[src/rtl/get_slice_unpacker_if.sv]
// get_slice_unpacker_if: word-in / window-out handshake bundle for the slice unpacker.
interface get_slice_unpacker_if #(
    parameter int WIDTH = 12,
    parameter int SLICE = 6
);
    logic [WIDTH-1:0] I;
    logic [1:0]       x;
    logic [2:0]       step;
    logic             in_valid;
    logic             in_ready;
    logic [SLICE-1:0] O;
    logic             out_valid;
    logic             out_ready;
    logic             out_last;
    logic [3:0]       idx;

    modport slave (
        input  I, x, step, in_valid, out_ready,
        output in_ready, O, out_valid, out_last, idx
    );

    modport master (
        output I, x, step, in_valid, out_ready,
        input  in_ready, O, out_valid, out_last, idx
    );
endinterface

[src/rtl/get_slice_unpacker.sv]
// get_slice_unpacker: streams successive SLICE-bit windows of a latched word, 1-filled past the top.
module get_slice_unpacker #(
    parameter int WIDTH = 12,
    parameter int SLICE = 6,
    parameter int OFFW  = 5
) (
    input logic CLK,
    input logic ASYNCRESET,
    get_slice_unpacker_if.slave bus
);
    typedef enum logic {IDLE, BUSY} state_t;

    state_t                 state, next;
    logic [WIDTH-1:0]       word;
    logic [OFFW-1:0]        offset;
    logic [2:0]             stride;
    logic [3:0]             beat;
    logic [OFFW-1:0]        sum;
    logic                   last;
    logic [WIDTH+SLICE-1:0] wide;

    assign sum  = offset + OFFW'(stride);
    assign last = sum >= OFFW'(WIDTH);
    // ones above the word supply the fill for windows crossing the top
    assign wide = {{SLICE{1'b1}}, word} >> offset;

    always_ff @(posedge CLK or posedge ASYNCRESET)
        if (ASYNCRESET) state <= IDLE;
        else state <= next;

    always_comb
        next = state == IDLE ? (bus.in_valid ? BUSY : IDLE)
                             : (bus.out_ready && last ? IDLE : BUSY);

    always_ff @(posedge CLK or posedge ASYNCRESET)
        if (ASYNCRESET) begin
            word   <= '0;
            offset <= '0;
            stride <= 3'd1;
            beat   <= '0;
        end else if (state == IDLE && bus.in_valid) begin
            word   <= bus.I;
            offset <= OFFW'(bus.x);
            stride <= bus.step == 3'd0 ? 3'd1 : bus.step;
            beat   <= '0;
        end else if (state == BUSY && bus.out_ready && !last) begin
            offset <= sum;
            beat   <= beat + 4'd1;
        end

    always_comb begin
        bus.in_ready  = state == IDLE;
        bus.out_valid = state == BUSY;
        bus.out_last  = state == BUSY && last;
        bus.O         = state == BUSY ? wide[SLICE-1:0] : '0;
        bus.idx       = beat;
    end
endmodule

[src/flat_wrapper.sv]
// flat-port wrapper written by rule: the top's interface ports become plain ports
module get_slice_unpacker_flat 
#(
    parameter int WIDTH = 12,
    parameter int SLICE = 6,
    parameter int OFFW  = 5
)
  (CLK, ASYNCRESET, bus_I, bus_x, bus_step, bus_in_valid, bus_out_ready, bus_in_ready, bus_O, bus_out_valid, bus_out_last, bus_idx);
  get_slice_unpacker_if #(.WIDTH(WIDTH), .SLICE(SLICE)) bus_i ();
  input logic CLK;
  input logic ASYNCRESET;
  input wire logic [$bits(bus_i.I)-1:0] bus_I;
  input wire logic [$bits(bus_i.x)-1:0] bus_x;
  input wire logic [$bits(bus_i.step)-1:0] bus_step;
  input wire logic [$bits(bus_i.in_valid)-1:0] bus_in_valid;
  input wire logic [$bits(bus_i.out_ready)-1:0] bus_out_ready;
  output wire logic [$bits(bus_i.in_ready)-1:0] bus_in_ready;
  output wire logic [$bits(bus_i.O)-1:0] bus_O;
  output wire logic [$bits(bus_i.out_valid)-1:0] bus_out_valid;
  output wire logic [$bits(bus_i.out_last)-1:0] bus_out_last;
  output wire logic [$bits(bus_i.idx)-1:0] bus_idx;
  assign bus_i.I = bus_I;
  assign bus_i.x = bus_x;
  assign bus_i.step = bus_step;
  assign bus_i.in_valid = bus_in_valid;
  assign bus_i.out_ready = bus_out_ready;
  assign bus_in_ready = bus_i.in_ready;
  assign bus_O = bus_i.O;
  assign bus_out_valid = bus_i.out_valid;
  assign bus_out_last = bus_i.out_last;
  assign bus_idx = bus_i.idx;
  get_slice_unpacker #(.WIDTH(WIDTH), .SLICE(SLICE), .OFFW(OFFW)) u_core (.CLK(CLK), .ASYNCRESET(ASYNCRESET), .bus(bus_i));
endmodule
[config.mk]
export PLATFORM = sky130hd
export DESIGN_NAME = get_slice_unpacker_flat
export DESIGN_NICKNAME = d
export VERILOG_FILES = /design/src/rtl/get_slice_unpacker_if.sv /design/src/rtl/get_slice_unpacker.sv /design/src/flat_wrapper.sv
export SDC_FILE = /design/constraint.sdc
export NUM_CORES = 1
export LEC_CHECK = 0
export ABC_CLOCK_PERIOD_IN_PS = 3130
export CORE_MARGIN = 2
export CORE_UTILIZATION = 50
export CTS_CLUSTER_SIZE = 25
export DETAILED_ROUTE_END_ITERATION = 7
export PLACE_DENSITY_LB_ADDON = 0.25
export SLEW_MARGIN = 25
export SYNTH_ARGS = -nofsm -noshare
export SYNTH_HDL_FRONTEND = slang
export SYNTH_SLANG_ARGS = --single-unit
[constraint.sdc]
create_clock -name CLK -period 3.13 [get_ports CLK]
set_clock_uncertainty 0.1 [all_clocks]
set_input_delay 0.939 -clock CLK [delete_from_list [all_inputs] [get_ports CLK]]
set_output_delay 0.939 -clock CLK [all_outputs]
set_load 0.02 [all_outputs]
## Word-level counts from Yosys, hierarchy flattened

Index checks and enable logic that the tools add are counted.

| word-level totals | value |
|---|---|
| register bits after elaboration | 25 |
| output and inout port bits | 13 |
| word-level logic and storage cells | 27 |

| operators by class | value |
|---|---|
| add/subtract/negate cells | 2 |
| $lt $le $gt $ge | 1 |
| shifts and indexed selects | 1 |
| multiplexer cells | 9 |
| bitwise logic cells | 1 |
| reductions and logical operators | 8 |

Operators by type and width:

| kind | count |
|---|---|
| $shr A18 B5 Y6 | 1 |
| $mux W5 | 2 |
| $mux W4 | 2 |
| $mux W6 | 1 |
| $add A5 B3 Y5 | 1 |
| $ge A5 B4 Y1 const B | 1 |
| $logic_and A1 B1 Y1 | 5 |
| $add A4 B1 Y4 const B | 1 |
| $logic_not A3 Y1 | 1 |
| $mux W1 | 3 |
| $mux W3 | 1 |
| $reduce_bool A2 Y1 | 1 |
| $logic_not A1 Y1 | 1 |
| $not A1 Y1 | 1 |

## Longest topological paths before layout

| depth | value |
|---|---|
| depth after elaboration | 6 |
| mapped depth | 9 |
| depth with buffers taken out | 7 |

## Worst setup path after synthesis

No wires, ideal clock.

| path | value |
|---|---|
| path kind | flip-flop to output port |
| start | register u_core.stride[0] |
| end | output port bus_out_last |
| arrival | 1.877 ns |
| slack | 0.214 ns |
| stages on the path, launching flop included | 8 |
| cells stage by stage | dfstp_2 > ha_1 > fa_1 > buf_6 > maj3_1 > o22ai_1 > nand2b_1 > and3_1 |

| between the ends | value |
|---|---|
| cells in the longest elaborated chain, start to end | 3 |

Ends and longest elaborated chain:

| element | line | source |
|---|---|---|
| start: declaration | get_slice_unpacker.sv:16 | `logic [2:0] stride;` |
| start signal: assignment | get_slice_unpacker.sv:44 | `stride <= bus.step == 3'd0 ? 3'd1 : bus.step;` |
| $add A5 B3 Y5 | get_slice_unpacker.sv:22 | `assign sum = offset + OFFW'(stride);` |
| $ge A5 B4 Y1 | get_slice_unpacker.sv:23 | `assign last = sum >= OFFW'(WIDTH);` |
| $logic_and A1 B1 Y1 | get_slice_unpacker.sv:54 | `bus.out_last = state == BUSY && last;` |
| end: declaration | flat_wrapper.sv:20 | `output wire logic [$bits(bus_i.out_last)-1:0] bus_out_last;` |

Every way passes these cells.

## Worst setup path in the final report

| path | value |
|---|---|
| start | register u_core.stride[1] |
| end | output port bus_out_last |

Same word-level chain as after synthesis.

==> impl_results.md <==
- Status: finished, violations left
- Failing checks: negative setup slack
- CP startpoint kind: flop
- Layout Nets: approximately 280
- GP Congestion: between 0.8 and 0.9
- Setup slack after layout: -0.1255 ns
- Main combinational cell family by area after synthesis: simple AND/OR/NAND/NOR gates
- Final instance area: roughly 2400 um^2
- Synth cell count leaders: 53 x nand2_1, 24 x dfrtp_1, 17 x nor2_1, 16 x mux2i_1, 10 x a21oi_1
- Mux contribution to synthesized area: 0.1830
- Post-synth top flop: dfrtp_1
- RSZ-0062 raised after global routing: true
- Placed cell areas: approximately 2100 um^2
- Final ANT Viol Nets: 0
- Worst r2r src: u_core.stride[1]
- Sequential element share of the synthesized area: 0.3610
- Least-Margin Pin Slew: 0.7676 ns
- Number of max-cap violations: 0
- Post-synth EDFFs: 0
- Synth Instances: between 150 and 200
- Final core utilization: 0.7210
- CTS tree: built
- Vias in the first global route: ~1,600
- Full die area: 3961 um^2
- CP max FO: 2
- Num ports: 34
- Fin cells: ~300
- Peak VDD IR: around 0.60 mV
- PD cells: approximately 1300 nW/um^2
- Largest area contributor in the netlist: dfrtp_1
- Hold-fix buffers, CTS: 0
- First-pass GRT wire length: 7.279 mm
- Clock Sinks: 25
- Clock slew at reported path FFs: between 0.1 and 0.15 ns
- Total CTS buffers: 3
- Mapped Nets: 220
- Core ar.: roughly 3300 um^2
- Post-Syn Area: ~1700 um^2
- GRT Total Usage: 0.2303
- Final period util: 1.040
- Root Driver: clkbuf_4
- Router iterations before antenna repair: 4
- Initial antenna violation count: 0
- Hpwl dp: approximately 2.8 mm
- H-Tree Depth: 1
- Worst-Skew Late Latency: 0.34 ns
- HP Class: flop to flop
- Area Growth Syn to Fin: 38.54%
- Count leader, synth: nand2_1
- Die Width: about 63 um
- FF+latch count, synth: 25
- Detailed-route via count: between 1,500 and 2,000
- Max transition margin: 0.4870
- Longest Clk Path Bufs: 2
- Layout cells sized above 1: 0.2829
- Hold wc startpoint: u_core.bus.idx[3]
- DRC violations left: 0
- Ys Warns: 0
- Largest cells by area after synthesis: dfrtp_1 35%, nand2_1 11%, mux2i_1 9.2%, mux4_2 7.8%, nor2_1 3.7%
- Pin count of the biggest net entering global routing: 26
- Worst Setup SP: u_core.stride[1]
- IO buf count: 33
- Synth Area in Adders: 0.04611
- Post-Synth Simple-Gate Area: 0.2334
- Ys async rst share: 1.000
- Wire per inst: about 15 um
- Ant diodes: 0
- Die Y: about 63 um
- Pleak: around 1.1 nW
- DP Cell Count: between 200 and 300
- Final Hold Viols: 0
- Yosys cell types: 42
- Cell Rows: 21
- Synth Area in Compound Gates: 0.1016
- Routed Wire Length: between 4 and 5 mm
- Initial DRC count: 120
- Worst setup EP type: primary output
- Critical path type: flop to primary output
- Fin. max-slew vios: 0
- Syn_area_per_cell: 8.952 um^2
- Final setup fails: 4
- Max Freq: 0.3072 GHz
- Xor/xnor share of the synthesized area: 0.01513
- Clock period minus worst slack: about 3.3 ns
- Via density: ~5.5
- Required @ worst endpoint: approximately 2.1 ns
- Starting Density: 0.5204
- GRT overflow: 0
- Total power: 0.003155 W
- Critical path data arrival time: 2.22 ns
- Synth top area share: 0.3458
[stage by stage]
stage	setup slack, ns	hold WS (ns)	TNS (ns)
after CTS	-0.1294	0.3999	-0.2390
after global routing	-0.2669	0.4201	-0.9645
final	-0.1255	0.3981	-0.2126
after floorplan	0.2144	0.3410	0
after global placement	-0.1420	0.3643	-0.1827
after detailed placement	-0.1818	0.3798	-0.4084
[cell type report]
type | count | area [um^2]
clock buffer | 3 | 22.52
tap | 46 | 57.56
timing repair buffer | 70 | 630.6
clock inverter | 1 | 5.005
fill | 239 | 930.9
inverter | 2 | 7.507
sequential | 25 | 628.1
multi-input combinational | 150 | 1055
[layout by cell type (no fill, tap or decap), types with 2 or more instances in the layout]
master	Yosys	layout
ha_1	4	3
o21ai_1	1	2
o211ai_1	2	2
a311oi_1	2	2
inv_1	2	2
mux2_2	2	2
buf_2	8	5
buf_12	0	2
buf_4	2	28
a21oi_1	10	9
nor2b_1	4	4
nor3b_1	2	2
dfrtp_1	24	23
nand2_1	53	53
nor2_1	17	17
a211oi_2	1	3
clkdlybuf4s50_1	0	26
mux4_2	6	6
buf_6	2	8
nand2b_1	3	3
mux2i_1	16	16
nor3_1	3	3
o21ai_0	3	2
xor2_1	2	2
clkbuf_4	0	3
[final timing paths]
check	to	slack, ns	cells past startpoint
setup / recovery	bus_out_last	-0.13	8
hold reg to reg	u_core.bus.idx[3]	0.40	1
min in group asynchronous	u_core.word[3]	0.84	3
hold / removal	u_core.bus.idx[3]	0.40	1
setup reg to reg	u_core.bus.out_valid	0.03	18
max in group asynchronous	u_core.stride[0]	1.80	3
[kinds of logic after synthesis]
family	count (synthesis)
AO/OA/AOI/OAI	27
multiplexers	24
XOR/XNOR	3
flip-flops	25
AND/OR/NAND/NOR	90
buffers and inverters	19
adder cells (fa/ha/maj)	6
[repair_timing]
| action | 4_1_cts | 5_1_grt |
|---|---|---|
| buffers inserted | 19 | 4 |
| setup endpoints to repair | 7 | 8 |
| gates resized for setup | 39 | 18 |
| pin swaps | 6 | 9 |
[layer usage]
metal / GRT usage / vias up / part of all wire
li1: - / 786 / -
met1: 0.2937 / 785 / 0.42
met2: 0.3923 / 48 / 0.52
met3: 0.03423 / 9 / 0.039
met4: 0.08889 / 0 / 0.019
met5: 0 / - / 0
[critical path, cell delays in order, from the launching register on]
cell	delay [ns]
dfrtp_1	0.43
buf_4	0.15
ha_1	0.33
a211oi_2	0.32
a21oi_1	0.09
o22ai_2	0.12
nand2b_1	0.11
and3_4	0.20
buf_6	0.12
[registers in the layout, summed over array words and instances, names as in the netlist]
register / count
u_core.bus.idx: 4
u_core.stride: 3
u_core.offset: 5
u_core.word: 12
u_core.bus.out_valid: 1
[where the power goes]
part | total (W) | internal [W] | leakage, nW | switching, W
Combinational | 0.00236 | 0.00128 | 0.818 | 0.00108
Sequential | 0.000643 | 0.000477 | 0.307 | 0.000167
Clock | 0.000154 | 0.0000482 | 0.0177 | 0.000106
(Power assumes the default switching activity.)
